`config.mk`:
```
export PLATFORM = sky130hd
export DESIGN_NAME = tc77_reader
export DESIGN_NICKNAME = d
export VERILOG_FILES = /design/src/rtl/tc77_pkg.sv /design/src/rtl/tc77_sck_gen.sv /design/src/rtl/tc77_reader.sv
export SDC_FILE = /design/constraint.sdc
export NUM_CORES = 1
export LEC_CHECK = 0
export BUFFER_PORTS_ARGS = -buffer_cell sky130_fd_sc_hd__buf_2
export CORE_UTILIZATION = 40
export DETAILED_ROUTE_END_ITERATION = 6
export PLACE_DENSITY = 0.59
export SLEW_MARGIN = 40
export SYNTH_ARGS = -nofsm -noshare
export SYNTH_HDL_FRONTEND = slang
export SYNTH_SLANG_ARGS = --single-unit
```
`constraint.sdc`:
```
create_clock -name MCLK -period 2 [get_ports MCLK]
set_input_delay 0.4 -clock MCLK [delete_from_list [all_inputs] [get_ports MCLK]]
set_output_delay 0.4 -clock MCLK [all_outputs]
set_load 0.05 [all_outputs]
```
`src/rtl/tc77_pkg.sv`:
```
// Shared types and frame constants for the TC77 temperature sensor reader.
package tc77_pkg;

  // Reader FSM states (ST_ prefix avoids the 'wait' keyword).
  typedef enum logic [2:0] {
    ST_WAIT,
    ST_SETUP,
    ST_LOW,
    ST_HIGH,
    ST_HOLD,
    ST_EVAL
  } tc77_state_e;

  // One read frame: 13-bit temperature, CONV flag, two filler bits.
  localparam int unsigned TC77_FRAME_BITS = 16;
  localparam int unsigned TC77_CONV_BIT   = 2;
  localparam int unsigned TC77_TEMP_MSB   = 15;
  localparam int unsigned TC77_TEMP_LSB   = 3;
  localparam int unsigned TC77_TEMP_W     = TC77_TEMP_MSB - TC77_TEMP_LSB + 1;

  // Larger of two sizing parameters.
  function automatic int unsigned tc77_max(input int unsigned a, input int unsigned b);
    return (a > b) ? a : b;
  endfunction

endpackage

```
`src/rtl/tc77_sck_gen.sv`:
```
// Half-period counter for the TC77 serial clock.
// Ports:
//   clk, rst_n      clock, async active-low reset
//   i_en            count while the FSM is in LOW or HIGH
//   i_low           1 while SCK is low (LOW state)
//   o_sck_fall_c    last cycle of a high half: SCK may fall next
//   o_sample_en_c   last cycle of a low half: shift sio_q in
//   o_sck_rise_c    last cycle of a low half: SCK rises next
module tc77_sck_gen
  import tc77_pkg::*;
#(
  parameter int unsigned SCK_HALF = 8
) (
  input  logic clk,
  input  logic rst_n,
  input  logic i_en,
  input  logic i_low,
  output logic o_sck_fall_c,
  output logic o_sample_en_c,
  output logic o_sck_rise_c
);

  localparam int unsigned HALF_W = $clog2(SCK_HALF);

  logic [HALF_W-1:0] r_cnt;
  logic              w_half_end;

  assign w_half_end = i_en && (r_cnt == HALF_W'(SCK_HALF - 1));

  // Counter restarts on every half boundary and whenever disabled.
  always_ff @(posedge clk or negedge rst_n) begin
    if (!rst_n) begin
      r_cnt <= '0;
    end else if (!i_en || w_half_end) begin
      r_cnt <= '0;
    end else begin
      r_cnt <= r_cnt + HALF_W'(1);
    end
  end

  // Sampling happens SCK_HALF-1 cycles after the fall, i.e. just before the rise.
  assign o_sample_en_c = w_half_end && i_low;
  assign o_sck_rise_c  = w_half_end && i_low;
  assign o_sck_fall_c  = w_half_end && !i_low;

endmodule

```
`src/rtl/tc77_reader.sv`:
```
// Periodic / on-request reader for a TC77 SPI temperature sensor with a
// hysteretic over-temperature flag. Read-only: SIO is an input only.
// Ports:
//   MCLK, nRESET   clock, async active-low reset
//   TEMP_REQ       1-cycle request to start a frame while waiting
//   nCS, SCK       sensor chip select (active low) and serial clock (idles high)
//   SIO            sensor serial data
//   BUSY           1 from nCS fall through the evaluation cycle
//   TEMP_DATA      last valid 13-bit reading, 0.0625 C per LSB
//   TEMP_DEG       TEMP_DATA[12:4], signed whole degrees
//   TEMP_VALID     sticky: some frame has reported CONV=1
//   TEMP_STB       1-cycle pulse when TEMP_DATA updates
//   OVERTEMP       set at >= OT_SET_DEG, cleared below OT_CLR_DEG
module tc77_reader
  import tc77_pkg::*;
#(
  parameter int unsigned SCK_HALF    = 8,
  parameter int unsigned CS_SETUP    = 4,
  parameter int unsigned CS_HOLD     = 4,
  parameter int unsigned POLL_PERIOD = 4800000,
  parameter int unsigned RETRY_DELAY = 48000,
  parameter int          OT_SET_DEG  = 45,
  parameter int          OT_CLR_DEG  = 40
) (
  input  logic        MCLK,
  input  logic        nRESET,
  input  logic        TEMP_REQ,
  output logic        nCS,
  output logic        SCK,
  input  logic        SIO,
  output logic        BUSY,
  output logic [12:0] TEMP_DATA,
  output logic [8:0]  TEMP_DEG,
  output logic        TEMP_VALID,
  output logic        TEMP_STB,
  output logic        OVERTEMP
);

  localparam int unsigned TMR_W = $clog2(tc77_max(POLL_PERIOD, RETRY_DELAY));
  localparam int unsigned CNT_W = $clog2(tc77_max(CS_SETUP, CS_HOLD)) + 1;
  localparam int unsigned BIT_W = $clog2(TC77_FRAME_BITS) + 1;
  localparam int unsigned DEG_W = TC77_TEMP_W - 4;

  localparam logic signed [DEG_W-1:0] OT_SET_S = DEG_W'(OT_SET_DEG);
  localparam logic signed [DEG_W-1:0] OT_CLR_S = DEG_W'(OT_CLR_DEG);

  tc77_state_e                r_state, w_state_nxt;
  logic [TMR_W-1:0]           r_timer, w_timer_nxt;
  logic [CNT_W-1:0]           r_cnt, w_cnt_nxt;
  logic [BIT_W-1:0]           r_bitcnt, w_bitcnt_nxt, w_bitcnt_inc;
  logic [TC77_FRAME_BITS-1:0] r_shreg, w_shreg_nxt;
  logic                       r_sio_q;
  logic                       r_ncs, w_ncs_nxt;
  logic                       r_sck, w_sck_nxt;
  logic                       r_busy, w_busy_nxt;
  logic [TC77_TEMP_W-1:0]     r_temp, w_temp_nxt;
  logic                       r_valid, w_valid_nxt;
  logic                       r_stb, w_stb_nxt;
  logic                       r_ot, w_ot_nxt;

  logic                       w_sck_en, w_sck_low;
  logic                       w_sck_fall, w_sample_en, w_sck_rise;
  logic [TC77_TEMP_W-1:0]     w_new_temp;
  logic signed [DEG_W-1:0]    w_new_deg;
  logic                       w_conv;

  assign w_sck_en     = (r_state == ST_LOW) || (r_state == ST_HIGH);
  assign w_sck_low    = (r_state == ST_LOW);
  assign w_new_temp   = r_shreg[TC77_TEMP_MSB:TC77_TEMP_LSB];
  assign w_new_deg    = w_new_temp[TC77_TEMP_W-1:4];
  assign w_conv       = r_shreg[TC77_CONV_BIT];
  assign w_bitcnt_inc = r_bitcnt + BIT_W'(1);

  tc77_sck_gen #(
    .SCK_HALF (SCK_HALF)
  ) u_sck_gen (
    .clk           (MCLK),
    .rst_n         (nRESET),
    .i_en          (w_sck_en),
    .i_low         (w_sck_low),
    .o_sck_fall_c  (w_sck_fall),
    .o_sample_en_c (w_sample_en),
    .o_sck_rise_c  (w_sck_rise)
  );

  // State and output registers.
  always_ff @(posedge MCLK or negedge nRESET) begin
    if (!nRESET) begin
      r_state  <= ST_WAIT;
      r_timer  <= '0;
      r_cnt    <= '0;
      r_bitcnt <= '0;
      r_shreg  <= '0;
      r_sio_q  <= 1'b0;
      r_ncs    <= 1'b1;
      r_sck    <= 1'b1;
      r_busy   <= 1'b0;
      r_temp   <= '0;
      r_valid  <= 1'b0;
      r_stb    <= 1'b0;
      r_ot     <= 1'b0;
    end else begin
      r_state  <= w_state_nxt;
      r_timer  <= w_timer_nxt;
      r_cnt    <= w_cnt_nxt;
      r_bitcnt <= w_bitcnt_nxt;
      r_shreg  <= w_shreg_nxt;
      r_sio_q  <= SIO;
      r_ncs    <= w_ncs_nxt;
      r_sck    <= w_sck_nxt;
      r_busy   <= w_busy_nxt;
      r_temp   <= w_temp_nxt;
      r_valid  <= w_valid_nxt;
      r_stb    <= w_stb_nxt;
      r_ot     <= w_ot_nxt;
    end
  end

  // Next-state and next-output logic.
  always_comb begin
    w_state_nxt  = r_state;
    w_timer_nxt  = r_timer;
    w_cnt_nxt    = r_cnt;
    w_bitcnt_nxt = r_bitcnt;
    w_shreg_nxt  = r_shreg;
    w_ncs_nxt    = r_ncs;
    w_sck_nxt    = r_sck;
    w_busy_nxt   = r_busy;
    w_temp_nxt   = r_temp;
    w_valid_nxt  = r_valid;
    w_stb_nxt    = 1'b0;
    w_ot_nxt     = r_ot;

    case (r_state)
      ST_WAIT: begin
        // A request coinciding with timer expiry still yields one frame.
        if ((r_timer == '0) || TEMP_REQ) begin
          w_state_nxt  = ST_SETUP;
          w_ncs_nxt    = 1'b0;
          w_busy_nxt   = 1'b1;
          w_cnt_nxt    = '0;
          w_bitcnt_nxt = '0;
        end else begin
          w_timer_nxt = r_timer - TMR_W'(1);
        end
      end
      ST_SETUP: begin
        if (r_cnt == CNT_W'(CS_SETUP - 1)) begin
          w_state_nxt = ST_LOW;
          w_sck_nxt   = 1'b0;
          w_cnt_nxt   = '0;
        end else begin
          w_cnt_nxt = r_cnt + CNT_W'(1);
        end
      end
      ST_LOW: begin
        if (w_sample_en) begin
          w_shreg_nxt = {r_shreg[TC77_FRAME_BITS-2:0], r_sio_q};
        end
        if (w_sck_rise) begin
          w_state_nxt = ST_HIGH;
          w_sck_nxt   = 1'b1;
        end
      end
      ST_HIGH: begin
        if (w_sck_fall) begin
          w_bitcnt_nxt = w_bitcnt_inc;
          if (w_bitcnt_inc == BIT_W'(TC77_FRAME_BITS)) begin
            w_state_nxt = ST_HOLD;
            w_cnt_nxt   = '0;
          end else begin
            w_state_nxt = ST_LOW;
            w_sck_nxt   = 1'b0;
          end
        end
      end
      ST_HOLD: begin
        if (r_cnt == CNT_W'(CS_HOLD - 1)) begin
          w_state_nxt = ST_EVAL;
          w_ncs_nxt   = 1'b1;
        end else begin
          w_cnt_nxt = r_cnt + CNT_W'(1);
        end
      end
      ST_EVAL: begin
        w_state_nxt = ST_WAIT;
        w_busy_nxt  = 1'b0;
        if (w_conv) begin
          w_temp_nxt  = w_new_temp;
          w_valid_nxt = 1'b1;
          w_stb_nxt   = 1'b1;
          w_timer_nxt = TMR_W'(POLL_PERIOD - 1);
          // Signed compares: negative readings can only clear the flag.
          if (w_new_deg >= OT_SET_S) begin
            w_ot_nxt = 1'b1;
          end else if (w_new_deg < OT_CLR_S) begin
            w_ot_nxt = 1'b0;
          end
        end else begin
          w_timer_nxt = TMR_W'(RETRY_DELAY - 1);
        end
      end
      default: begin
        w_state_nxt = ST_WAIT;
      end
    endcase
  end

  assign nCS        = r_ncs;
  assign SCK        = r_sck;
  assign BUSY       = r_busy;
  assign TEMP_DATA  = r_temp;
  assign TEMP_DEG   = r_temp[TC77_TEMP_W-1:4];
  assign TEMP_VALID = r_valid;
  assign TEMP_STB   = r_stb;
  assign OVERTEMP   = r_ot;

endmodule

```
==> metrics.json <==
{
  "floorplanning": {
    "die-area_um2": 9220,
    "coreArea_um2": 8380,
    "placementRows": 33,
    "die_w_um": 96.0,
    "starting_density_of_the_core_pct": 42.2,
    "num_io_pins": 32,
    "chipHeight_um": 96.0
  },
  "detailed_routing": {
    "postRouteWirelength_mm": 7.34,
    "via_count": 2614,
    "detail_route.drc_violations": 0,
    "drt_first_iter_violations": 94,
    "avgRoutedWirePerCell_um": 15.3,
    "antenna_violating_nets_post_route": 0,
    "routed_via_density": 5.47,
    "drtPass1Iterations": 5
  },
  "status": {
    "run_status": "complete, but fails checks",
    "violated_checks": "setup timing"
  },
  "clock_network": {
    "clkTransAtPathRegs_ns": 0.08,
    "clock-sinks": 73,
    "clock_tree.buffer_depth": 2,
    "cts-root-buf": "clkbuf_8",
    "numCtsBuffers": 9,
    "cts-htree-levels": 3,
    "clk-insertion-delay-late_ns": 0.35,
    "cts_tree": "done"
  },
  "setup_path": {
    "reg2reg_depth": 6,
    "critical_path.startpoint_type": "flop",
    "critical_path_required_ns": 2.29,
    "timing.critical_path.arrival_ns": 2.29,
    "critical_path_peak_fanout": 6,
    "crit_type": "reg -> reg",
    "worst_setup_path_end_kind": "flop"
  },
  "timing": {
    "final.setup.tns_ns": -0.00422,
    "timing_worst_slew_pin_value_ns": 0.379,
    "finalWorstSetupSlack_ns": -0.00422,
    "hold_slack_ns": 0.161,
    "setup_viol": 1,
    "final_critical_period_ns": 2.00,
    "rsz0062_at_grt": "true",
    "hold_violations": 0,
    "finalClockSkew_ns": 0.00853,
    "count_of_pins_over_their_slew_limit": 0,
    "post-route-period-util_pct": 100,
    "clock.fmax_ghz": 0.499,
    "slew-limit-headroom_pct": 74.1
  },
  "logic_synthesis": {
    "synth.avg_cell_area_um2": 11.5,
    "synth.lib_cells_used.distinct": 63,
    "postSynth.asyncResetShare_pct": 100,
    "ys.warnings.count": 0,
    "synth_fp_nets": 319,
    "ys_dominant_reg_cell": "dfrtp_1",
    "yosysSeqAreaShare_pct": 51.8,
    "syn_inst": 308,
    "syn-cell-area_um2": 3530,
    "synth_edf_count": 0,
    "flops_latches_synth": 73
  },
  "final_layout": {
    "antenna-diode-count": 0,
    "final_net_count": 379,
    "nFillCells": 746,
    "finish.cell_count_without_fillers": 478,
    "drive_gt1_share_pct": 39.1,
    "multiInputGateArea_um2": 1660,
    "final-seq-area_um2": 1830,
    "utilization_pct": 52.6,
    "syn2layout_area_growth_pct": 24.8
  },
  "global_route": {
    "groute.layer.met3.usage_pct": 3.40,
    "global_route_wire_length_before_repair_mm": 12.5,
    "grt_busiest_layer": "met2",
    "grt_pass1_vias": 2594,
    "grt_overflow": 0,
    "grtUsageMet1_pct": 25.2,
    "grt_max_degree": 34,
    "global_route.usage.met2_pct": 27.4,
    "overall_routing_resource_usage_pct": 18.0,
    "grt_antenna_before_repair": 0
  },
  "placement": {
    "port_buffers": 31,
    "gp_congestion": 0.838,
    "placed_cells_incl_taps": 456,
    "post-dp-hpwl_mm": 5.00
  },
  "min_path": {
    "holdCritPathClass": "in -> reg",
    "hold_path_depth": 1
  },
  "power_and_ir_drop": {
    "worst_ir_drop_vdd_mv": 0.522,
    "leakage_power_nw": 2.06,
    "power_density_nw_per_um2": 727
  },
  "job": {
    "max_cap_viol_count": 0
  }
}
## logic make-up after synthesis
| logic type | count (synthesis) | synth area share [%] |
|---|---|---|
| adders and majority gates | 7 | 2.48 |
| DFF | 73 | 51.8 |
| buffers and inverters | 29 | 4.32 |
| xor gates and xnor gates | 4 | 0.991 |
| and+or+nand+nor | 99 | 17.3 |
| muxes | 35 | 11.0 |
| AOI/OAI and AO/OA | 61 | 12.1 |
## where the power goes
group          total (W)  switching [W]  internal (W)
logic          0.0000675      0.0000486     0.0000189
clock network    0.00165       0.000568       0.00108
registers        0.00149     0.00000645       0.00148
total            0.00321       0.000623       0.00259
## cells in the mapped netlist (2+ instances only)
library cell | instances | area share, %
nor2_1 | 17 | 1.8
nor2b_1 | 4 | 0.71
o211ai_1 | 5 | 1.1
or4_1 | 5 | 1.1
dfstp_2 | 2 | 1.5
and2_1 | 2 | 0.35
o311ai_0 | 4 | 0.99
nand4_1 | 2 | 0.35
nand3_1 | 10 | 1.4
ha_1 | 7 | 2.5
nor4b_1 | 2 | 0.50
o41ai_1 | 3 | 0.74
a211oi_1 | 2 | 0.42
o22ai_1 | 3 | 0.53
a21o_1 | 2 | 0.42
dfrtp_1 | 71 | 50
mux2i_1 | 5 | 1.4
xnor2_1 | 3 | 0.74
o211a_1 | 2 | 0.57
or3_1 | 5 | 0.88
inv_1 | 9 | 0.96
mux2_2 | 29 | 9.2
o211ai_2 | 2 | 0.71
clkbuf_1 | 6 | 0.64
o31ai_1 | 2 | 0.42
nand2b_1 | 5 | 0.88
a21oi_1 | 6 | 0.85
buf_2 | 2 | 0.28
nor3b_1 | 3 | 0.64
o21ai_0 | 15 | 2.1
nor3_1 | 8 | 1.1
and4_1 | 2 | 0.50
nand2_1 | 17 | 1.8
buf_4 | 11 | 2.3
a31oi_1 | 7 | 1.2
## critical path: stages (launching register included)
cell      delay [ns]
dfrtp_1         0.42
or4_4           0.56
nor2_4          0.20
o211ai_4        0.14
buf_6           0.15
or4_4           0.41
nand3_2         0.07
## worst paths after layout
kind                                               from                            to  slack, ns
setup / recovery                 r_timer[0]$_DFFE_PN0P_       r_timer[13]$_DFFE_PN0P_     -0.004
hold / removal                                      SIO             r_sio_q$_DFF_PN0_       0.16
setup reg to reg                 r_timer[0]$_DFFE_PN0P_       r_timer[13]$_DFFE_PN0P_     -0.004
hold reg to reg            u_sck_gen.r_cnt[0]$_DFF_PN0_  u_sck_gen.r_cnt[0]$_DFF_PN0_       0.45
max in group asynchronous                        nRESET        r_shreg[1]$_DFFE_PN0P_       0.93
min in group asynchronous                        nRESET       r_bitcnt[3]$_DFFE_PN0P_       0.48
## placed cells by master (no fill, tap or decap), types with 8 or more instances in the layout
master and n:
clkbuf_8 9, nand3_1 9, mux2_2 29, inv_1 8, dfrtp_1 70, o21ai_0 15, buf_2 30, nor2_1 17
buf_4 34, nand2_1 16
## metrics by stage
step / power [W] / area (um2) / setup slack [ns]
floorplan: 0.00154 / 3530 / 0.0904
global placement: 0.00159 / 3970 / -0.0354
detailed placement: 0.00159 / 3970 / -0.0681
CTS: 0.00324 / 4290 / -0.0119
global route: 0.00332 / 4410 / -0.0565
finish: 0.00321 / 4410 / -0.00422
## area by class of cell
class                           instances  share of cell area (%)
Clock inverter                          7                    3.77
Inverter                               10                   0.851
Tap cell                              105                    2.98
Timing Repair Buffer                   68                    10.6
Multi-Input combinational cell        206                    37.5
Clock buffer                            9                    2.81
Sequential cell                        73                    41.5
## flip-flops by register name (all words and copies together) (netlist names)
name and count:
nCS 1, r_bitcnt 5, r_sio_q 1, r_shreg 16, r_state 3, SCK 1, u_sck_gen.r_cnt 3, BUSY 1
TEMP_DATA 13, r_cnt 3, TEMP_STB 1, r_timer 23, TEMP_VALID 1, OVERTEMP 1
## metal layers
metal  vias to the layer above  routed length, um
met3                         8                263
met4                         0                104
met5                         -                  0
li1                       1254                  -
met1                      1300               3590
met2                        52               3380
## timing repair
action                                 CTS  global route
endpoints found under the hold margin   16             0
hold buffers                             1             0
pin swaps                                0             8
gates resized for setup                  4            20
setup buffers                            0             5
setup endpoints to repair               12            18
(Power assumes the default switching activity.)
